### src/rtl/serial_pkg.sv
// Shared definitions for the serial bit feeder.
//   state_e      : FSM state encoding (IDLE=0, SHIFT=1, GAP=2), 2 bits
//   GapCyclesMax : largest supported number of idle bit-times between words
package serial_pkg;

  typedef enum logic [1:0] {
    StIdle  = 2'd0,
    StShift = 2'd1,
    StGap   = 2'd2
  } state_e;

  localparam int unsigned GapCyclesMax = 15;

endpackage

### src/rtl/serial_bit_feeder.sv
// Parallel-to-serial feeder for a downstream bit-serial sequence detector.
// A word accepted on din is shifted out one bit per clock on x, starting the
// cycle after acceptance, optionally followed by GAP_CYCLES idle bit-times.
//
// Ports:
//   clk       : sole clock, rising edge
//   reset     : synchronous active-high reset (priority over abort)
//   din       : parallel word to serialize
//   din_valid : din holds a valid word
//   din_ready : block accepts din this cycle
//   abort     : synchronous flush of the word in progress (priority over accept)
//   x         : serial bit stream, driven straight from the shift register
//   x_valid   : x carries a data bit this cycle
//   last_bit  : x carries the final bit of the current word
//   busy      : FSM is not idle
module serial_bit_feeder
  import serial_pkg::*;
#(
  parameter int unsigned WIDTH      = 8,
  parameter int unsigned MSB_FIRST  = 1,
  parameter int unsigned GAP_CYCLES = 0
) (
  input  logic             clk,
  input  logic             reset,
  input  logic [WIDTH-1:0] din,
  input  logic             din_valid,
  output logic             din_ready,
  input  logic             abort,
  output logic             x,
  output logic             x_valid,
  output logic             last_bit,
  output logic             busy
);

  localparam int unsigned CntW    = $clog2(WIDTH);
  localparam int unsigned GapEff  = (GAP_CYCLES > GapCyclesMax) ? GapCyclesMax : GAP_CYCLES;
  localparam bit          HasGap  = (GapEff > 0);
  localparam logic [CntW-1:0] CntLoad = CntW'(WIDTH - 1);
  // Gap counter counts down to zero, so load one less than the cycle count.
  localparam logic [3:0]  GapLoad = 4'((GapEff > 0) ? GapEff - 1 : 0);

  state_e           state_q, state_d;
  logic [WIDTH-1:0] shreg_q, shreg_d;
  logic [CntW-1:0]  cnt_q, cnt_d;
  logic [3:0]       gap_q, gap_d;
  logic             accept;

  // State register
  always_ff @(posedge clk) begin
    if (reset) begin
      state_q <= StIdle;
      shreg_q <= '0;
      cnt_q   <= '0;
      gap_q   <= '0;
    end else begin
      state_q <= state_d;
      shreg_q <= shreg_d;
      cnt_q   <= cnt_d;
      gap_q   <= gap_d;
    end
  end

  // Output logic. The shift register is kept at zero outside SHIFT, so x is a
  // plain register bit and reads 0 in IDLE and GAP without extra gating.
  always_comb begin
    x_valid   = (state_q == StShift);
    last_bit  = x_valid && (cnt_q == '0);
    x         = (MSB_FIRST != 0) ? shreg_q[WIDTH-1] : shreg_q[0];
    busy      = (state_q != StIdle);
    din_ready = !reset && !abort && ((state_q == StIdle) || (last_bit && !HasGap));
  end

  assign accept = din_valid && din_ready;

  // Next-state logic
  always_comb begin
    state_d = state_q;
    shreg_d = shreg_q;
    cnt_d   = cnt_q;
    gap_d   = gap_q;
    if (abort) begin
      state_d = StIdle;
      shreg_d = '0;
      cnt_d   = '0;
      gap_d   = '0;
    end else if (accept) begin
      // Also taken on the last bit when there is no gap: back-to-back words.
      state_d = StShift;
      shreg_d = din;
      cnt_d   = CntLoad;
    end else begin
      case (state_q)
        StShift: begin
          if (cnt_q != '0) begin
            shreg_d = (MSB_FIRST != 0) ? {shreg_q[WIDTH-2:0], 1'b0}
                                       : {1'b0, shreg_q[WIDTH-1:1]};
            cnt_d   = cnt_q - CntW'(1);
          end else begin
            shreg_d = '0;
            if (HasGap) begin
              state_d = StGap;
              gap_d   = GapLoad;
            end else begin
              state_d = StIdle;
            end
          end
        end
        StGap: begin
          if (gap_q == 4'd0) begin
            state_d = StIdle;
          end else begin
            gap_d = gap_q - 4'd1;
          end
        end
        default: ;
      endcase
    end
  end

endmodule

### config.mk
export PLATFORM = sky130hd
export DESIGN_NAME = serial_bit_feeder
export DESIGN_NICKNAME = d
export VERILOG_FILES = /design/src/rtl/serial_pkg.sv /design/src/rtl/serial_bit_feeder.sv
export SDC_FILE = /design/constraint.sdc
export NUM_CORES = 1
export LEC_CHECK = 0
export ABC_AREA = 0
export BUFFER_PORTS_ARGS = -buffer_cell sky130_fd_sc_hd__buf_2
export CORE_MARGIN = 2
export CORE_UTILIZATION = 49
export DETAILED_ROUTE_END_ITERATION = 7
export PLACE_DENSITY = 0.8
export SYNTH_ARGS = -nofsm -noshare
export SYNTH_HDL_FRONTEND = slang
export SYNTH_SLANG_ARGS = --single-unit
### constraint.sdc
create_clock -name clk -period 1.71 [get_ports clk]
set_input_delay 0.171 -clock clk [delete_from_list [all_inputs] [get_ports clk]]
set_output_delay 0.171 -clock clk [all_outputs]
set_load 0.02 [all_outputs]
==> results.sh, run 1 <==
export IMPL_maxCapViolCount=0
export IMPL_crit_type="reg -> out"
export IMPL_yosysMostFrequentCell="nand2_1"
export IMPL_hold_viol=0
export IMPL_arrival_ns=1.45
export IMPL_grt_first_pass_wirelength_um=2150
export IMPL_vias=594
export IMPL_worst_skew_pair_late_latency_ns=0.28
export IMPL_netlist_instances=72
export IMPL_fin_skew_ns=0.00904
export IMPL_wl_per_cell_um=14.0
export IMPL_layoutNonFillerInstCount=103
export IMPL_grt_max_degree=17
export IMPL_ys_warn_count=0
export IMPL_worst_setup_path_start_kind="register"
export IMPL_fmax_ghz=0.615
export IMPL_gr_total_overflow=0
export IMPL_cts_made_buffers=3
export IMPL_grtUsageMet1=0.266
export IMPL_setup_viol=0
export IMPL_synth_compound_area_frac=0.203
export IMPL_synth_adder_area_share=0.0390
export IMPL_synth_nets=86
export IMPL_rows=13
export IMPL_design_core_area_mm2=0.00127
export IMPL_drv_slew=0
export IMPL_grtUsageMet3=0.0667
export IMPL_remaining_drc_errors=0
export IMPL_yosys_area_share_simple=0.296
export IMPL_relSlewSlack=0.622
export IMPL_crit_required_ns=1.54
export IMPL_place_inst=98
export IMPL_min_delay_start="din[7]"
export IMPL_r2r_start="cnt_q[1]"
export IMPL_cp_max_fo=12
export IMPL_async_reset_ff_frac=0
export IMPL_numPortBuffers=16
export IMPL_rsz0062_at_grt="false"
export IMPL_worstSetupEndpointType="primary output"
export IMPL_cts_hold_buf=0
export IMPL_root_buffer="clkbuf_4"
export IMPL_die_width_um=40.2
export IMPL_synth_area_leaders="dfxtp_1 37%, nand2_1 8.8%, o211ai_1 7.0%, nand4_1 6.8%, ha_1 3.9%"
export IMPL_cts_buffer_depth=2
export IMPL_ioPinCount=17
export IMPL_critical_path_max_stage_delay_ns=0.31
export IMPL_via_per_inst=5.77
export IMPL_clkSinkCount=12
export IMPL_nets=103
export IMPL_worstPathBufferInverterCount=2
export IMPL_synthXorXnorAreaFrac=0
export IMPL_cts_max_level=1
export IMPL_cts_tree="yes"
export IMPL_grt_pass1_vias=494
export IMPL_syn_area_um2=642
export IMPL_regArea_um2=241
export IMPL_crit_slowest_cell="dfxtp_1"
export IMPL_ys_ff_latch=12
export IMPL_ys_flop_type="dfxtp_1"
export IMPL_setup_tns_ns=0
export IMPL_dp_hpwl_um=939
export IMPL_syn_avg_cell_area_um2=8.91
export IMPL_finalCriticalPeriod_ns=1.62
export IMPL_power_leakage_nw=0.305
export IMPL_clkTransAtPathRegs_ns=0.09
export IMPL_gp_congestion=0.727
export IMPL_synth_common_cells="15 x nand2_1, 12 x dfxtp_1, 7 x nand4_1"
export IMPL_antenna_cells=0
export IMPL_wirelength_um=1450
export IMPL_nFillCells=115
export IMPL_synth_distinct_cells=25
export IMPL_worstMarginPinSlew_ns=0.567
export IMPL_yosys_area_top_type="dfxtp_1"
export IMPL_die_area_mm2=0.00162
export IMPL_fin_ws_ns=0.0852
export IMPL_ys_seq_area_frac=0.374
export IMPL_syn_to_final_growth_pct=18.5
export IMPL_track_usage=0.206
export IMPL_first_pass_iters=4
export IMPL_synth_mux_area_fraction=0
export IMPL_drive_above_1_share=0.352
export IMPL_synth_edf_count=0
export IMPL_peakVddDrop_mv=0.484
export IMPL_fin_crit_sh=0.950
export IMPL_synth_top_cell_area_share=0.374
export IMPL_cp_cell_sequence="inv_1 > ha_4 > nand2b_4 > and2_4 > nor3_1 > buf_2"
export IMPL_fp_dieH_um=40.2
export IMPL_multi_input_area_um2=358
export IMPL_synth_top_family_by_area="simple AND/OR/NAND/NOR gates"
export IMPL_cellPowerDensity_mw_per_mm2=827
export IMPL_dp_slack_ns=0.210
export IMPL_start_util=0.506
export IMPL_first_iter_violations=24
export IMPL_hold_path_class="in -> reg"
export IMPL_ant_nets=0
export IMPL_status="finished clean"
export IMPL_cp_top_family="simple AND/OR/NAND/NOR gates"
export IMPL_grt_use_met2=0.319
export IMPL_antenna_found_initial=0
export IMPL_crit_start="cnt_q[1]"
export IMPL_grt_busiest_layer="met2"
where the power goes:
group	internal (mW)	leakage, nW	switching (mW)
Sequential	0.291	0.0985	0.0111
Combinational	0.0399	0.186	0.0553
Clock	0.129	0.0210	0.103
Total	0.460	0.305	0.169
cells by family after synthesis:
logic type | after synthesis
adder cells (fa/ha/maj) | 2
AO/OA/AOI/OAI | 16
buffers and inverters | 9
flip-flops | 12
AND/OR/NAND/NOR | 33
worst paths after layout:
| kind | to | slack (ns) | cells after the start |
|---|---|---|---|
| max | din_ready | 0.09 | 6 |
| max reg2reg | cnt_q[0] | 0.16 | 6 |
| min | shreg_q[7] | 0.15 | 3 |
| min reg2reg | shreg_q[7] | 0.47 | 2 |
timing repair:
action                                  in CTS  in global routing
hold endpoints to repair                     0                  0
setup buffers                                1                  0
endpoints found under the setup margin       1                  2
gates resized for setup                      0                  4
per-layer routing:
metal	part of all wire	wire, um
met5	0	0
met1	0.44	640
met4	0.0069	10
met3	0.055	79
met2	0.49	714
state kept, by name, summed over array words and instances, names as in the netlist:
signal and count:
shreg_q 8, cnt_q 3, state_q 1
final cells by class:
cell class	count	share of cell area
inverters	3	0.0148
clock buffers	4	0.0477
flip-flops and latches	12	0.317
multi-input cells	51	0.470
well taps	15	0.0247
repair buffers	18	0.125
stage by stage:
| step | hold slack (ns) | instance area (um2) | total power, mW | util |
|---|---|---|---|---|
| floorplan | 0.240 | 642 | 0.369 | - |
| global placement | 0.438 | 703 | 0.392 | 0.554 |
| detailed placement | 0.447 | 703 | 0.396 | 0.554 |
| CTS | 0.157 | 747 | 0.623 | 0.589 |
| global route | 0.156 | 761 | 0.652 | 0.600 |
| finish | 0.152 | 761 | 0.629 | 0.600 |
placed cells by master (no fill, tap or decap), drive strengths merged:
cell / synthesis / final
a2111oi: 1 / 1
a211oi: 1 / 1
a21oi: 2 / 2
and2: 1 / 1
buf: 6 / 18
clkbuf: 0 / 4
dfxtp: 12 / 12
ha: 2 / 2
inv: 3 / 3
nand2: 15 / 15
nand2b: 1 / 1
nand3: 1 / 1
nand4: 7 / 7
nor2: 3 / 3
nor3: 2 / 2
nor3b: 2 / 2
nor4: 1 / 1
o211a: 1 / 1
o211ai: 7 / 7
o21a: 2 / 2
o21ai: 1 / 1
o311a: 1 / 1
worst reg2reg max path, stage by stage, from the launching register on:
cell and delay, ns:
dfxtp_1 0.31, inv_1 0.11, ha_4 0.17, nand2b_4 0.11, and2_4 0.19, buf_4 0.17
a2111oi_2 0.38
Power figures use the tool's default switching activity.
==> inputs of run 2 (changes only) <==
ABC_AREA = 1   (was 0)
==> run 2 against run 1 <==
  * Via count increased by 5.2%
  * Global-route usage decreased by 2.6 points
  * Synthesized cell count up 39%
  * Sequential power is 4% lower
  * Critical endpoint unchanged
  * Wire length decreased by 2.9%
  * Clock skew hardly changed
  * Sequential cell count did not move
  * First-iteration DRC count is 54% lower
  * Cell area up 3.8%
  * Maximum frequency up 1.3%
  * Sequential share of layout area down 1.3 points
==> results.sh, run 2 <==
export IMPL_status="finished clean"
export IMPL_rsz0062_at_grt="false"
export IMPL_start_util=0.513
export IMPL_nFillCells=133
export IMPL_crit_end="din_ready"
export IMPL_synth_compound_area_frac=0.0740
export IMPL_dp_hpwl_um=966
export IMPL_relSlewSlack=0.779
export IMPL_worst_setup_path_start_kind="register"
export IMPL_gp_congestion=0.774
export IMPL_fin_ws_ns=0.106
export IMPL_drv_slew=0
export IMPL_worstMarginPinSlew_ns=0.331
export IMPL_hold_viol=0
export IMPL_crit_type="reg -> out"
export IMPL_yosys_area_share_simple=0.372
export IMPL_arrival_ns=1.43
export IMPL_grt_pass1_vias=502
export IMPL_netSwitchingFraction=0.257
export IMPL_wirelength_um=1400
export IMPL_cp_max_fo=13
export IMPL_fp_dieH_um=40.7
export IMPL_synthXorXnorAreaFrac=0
export IMPL_remaining_drc_errors=0
export IMPL_r2r_start="cnt_q[0]"
export IMPL_pwr_share_seq=0.484
export IMPL_synth_area_leaders="dfxtp_1 36%, nand2_1 16%, nor2_1 9.7%, inv_1 8.0%, nand4_1 6.6%"
export IMPL_netlist_instances=100
export IMPL_synth_adder_area_share=0.0380
export IMPL_hold_path_class="in -> reg"
export IMPL_first_iter_violations=11
export IMPL_place_inst=126
export IMPL_maxCapViolCount=0
export IMPL_crit_start="cnt_q[0]"
export IMPL_cellPowerDensity_mw_per_mm2=757
export IMPL_power_frac_clock=0.393
export IMPL_worstSetupEndpointType="primary output"
export IMPL_cts_made_buffers=3
export IMPL_drive_above_1_share=0.239
export IMPL_dp_slack_ns=0.308
export IMPL_fin_skew_ns=0.00867
export IMPL_ys_ff_latch=12
export IMPL_numPortBuffers=16
export IMPL_cts_buffer_depth=2
export IMPL_cts_tree="yes"
export IMPL_crit_required_ns=1.54
export IMPL_first_pass_iters=4
export IMPL_root_buffer="clkbuf_4"
export IMPL_synth_top_cell_area_share=0.364
export IMPL_async_reset_ff_frac=0
export IMPL_syn_avg_cell_area_um2=6.59
export IMPL_worst_skew_pair_late_latency_ns=0.28
export IMPL_ant_nets=0
export IMPL_yosys_area_top_type="dfxtp_1"
export IMPL_vias=625
export IMPL_power_leakage_nw=0.444
export IMPL_synth_edf_count=0
export IMPL_setup_viol=0
export IMPL_r2r_cells=9
export IMPL_synth_distinct_cells=17
export IMPL_ys_seq_area_frac=0.364
export IMPL_ioPinCount=17
export IMPL_grt_first_pass_wirelength_um=1950
export IMPL_syn_area_um2=659
export IMPL_setup_tns_ns=0
export IMPL_reg2reg_slack_ns=0.38
export IMPL_cts_max_level=1
export IMPL_fmax_ghz=0.624
export IMPL_p_int_mw=0.444
export IMPL_die_width_um=40.7
export IMPL_track_usage=0.180
export IMPL_rows=13
export IMPL_p_comb_frac=0.122
export IMPL_yosysMostFrequentCell="nand2_1"
export IMPL_layoutNonFillerInstCount=132
export IMPL_p_sw_mw=0.154
export IMPL_syn_to_final_growth_pct=19.7
export IMPL_wl_per_cell_um=10.6
export IMPL_ys_warn_count=0
export IMPL_mostFrequentLayoutCells="28 x nand2_1, 17 x nor2_1, 15 x buf_2"
export IMPL_grt_max_degree=14
export IMPL_clkSinkCount=12
export IMPL_nets=132
export IMPL_largest_reg_flops=8
export IMPL_fin_crit_sh=0.938
export IMPL_synth_nets=114
export IMPL_antenna_found_initial=0
export IMPL_ys_flop_type="dfxtp_1"
export IMPL_finalCriticalPeriod_ns=1.60
export IMPL_synth_mux_area_fraction=0
export IMPL_design_core_area_mm2=0.00128
export IMPL_rr_endpoint="shreg_q[1]"
export IMPL_top_regs="shreg_q (8), cnt_q (3), state_q (1)"
export IMPL_die_area_mm2=0.00166
export IMPL_gr_total_overflow=0
export IMPL_synth_top_family_by_area="simple AND/OR/NAND/NOR gates"
export IMPL_peakVddDrop_mv=0.472
export IMPL_clkTransAtPathRegs_ns=0.09
export IMPL_via_per_inst=4.73
export IMPL_synth_common_cells="28 x nand2_1, 17 x nor2_1, 14 x inv_1"
export IMPL_final_common_cell="nand2_1"
export IMPL_antenna_cells=0
export IMPL_regMostFlops="shreg_q"
[run 2: cell count changes after synthesis, sizes merged, moves of 2 or more]
cell	change
nor3b	-2
o211ai	-6
o21a	-2
nand3	+3
nor2	+14
nand2	+15
inv	+13
nor3	-2
[run 2: cells by family (layout without fill, tap and decap cells)]
group,Yosys count,count (layout)
AND/OR/NAND/NOR,58,58
buffers and inverters,22,39
flip-flops,12,12
AO/OA/AOI/OAI,6,6
adder cells (fa/ha/maj),2,2
[run 2: worst min-delay path by stage]
stage                      start         end  slack (ns)  cells past startpoint
final                     din[0]  shreg_q[0]        0.15                      3
after global routing      din[0]  shreg_q[0]        0.16                      3
after CTS                 din[0]  shreg_q[0]        0.15                      3
after detailed placement  din[0]  shreg_q[0]        0.45                      3
after global placement    din[0]  shreg_q[0]        0.45                      3
after floorplan           din[0]  shreg_q[0]        0.33                      2
[run 2: critical path, cell delays in order (launching register included)]
cell and delay, ns:
dfxtp_1 0.31, inv_1 0.09, ha_1 0.16, nand2_2 0.08
nand2_4 0.10, clkinv_4 0.11, nor2_1 0.14, buf_4 0.16
[run 2: metrics by stage]
step                area (um2)  hold slack, ns  total power, mW   util
finish                     790           0.146            0.598  0.614
global route               790           0.165            0.615  0.614
CTS                        764           0.147            0.595  0.595
detailed placement         726           0.447            0.366  0.565
global placement           726           0.449            0.364  0.565
floorplan                  659           0.334            0.342      -
[run 2: area by class of cell]
cell class | instances | area, um2 | share of cell area
Inverter | 16 | 65.1 | 0.0824
Clock buffer | 4 | 36.3 | 0.0460
Multi-Input combinational cell | 66 | 324 | 0.410
Sequential cell | 12 | 240 | 0.304
Tap cell | 15 | 18.8 | 0.0238
Timing Repair Buffer | 19 | 105 | 0.133
[run 2: power by group through the flow]
stage	combinational, mW	sequential [mW]	clock [mW]
floorplan	0.0462	0.296	0
global placement	0.0681	0.296	0
detailed placement	0.0701	0.296	0
CTS	0.0705	0.289	0.235
global route	0.0825	0.291	0.242
finish	0.0732	0.290	0.235
[run 2: per-layer routing]
layer  global-route usage  wire, um
met1                0.243       681
met2                0.270       643
met3               0.0326        62
met4                0.100        16
met5                    0         0
[run 2: repair_timing]
item,4_1_cts,5_1_grt
gates resized for setup,1,4
hold buffers,0,0
endpoints found under the setup margin,1,1
buffers inserted,0,2
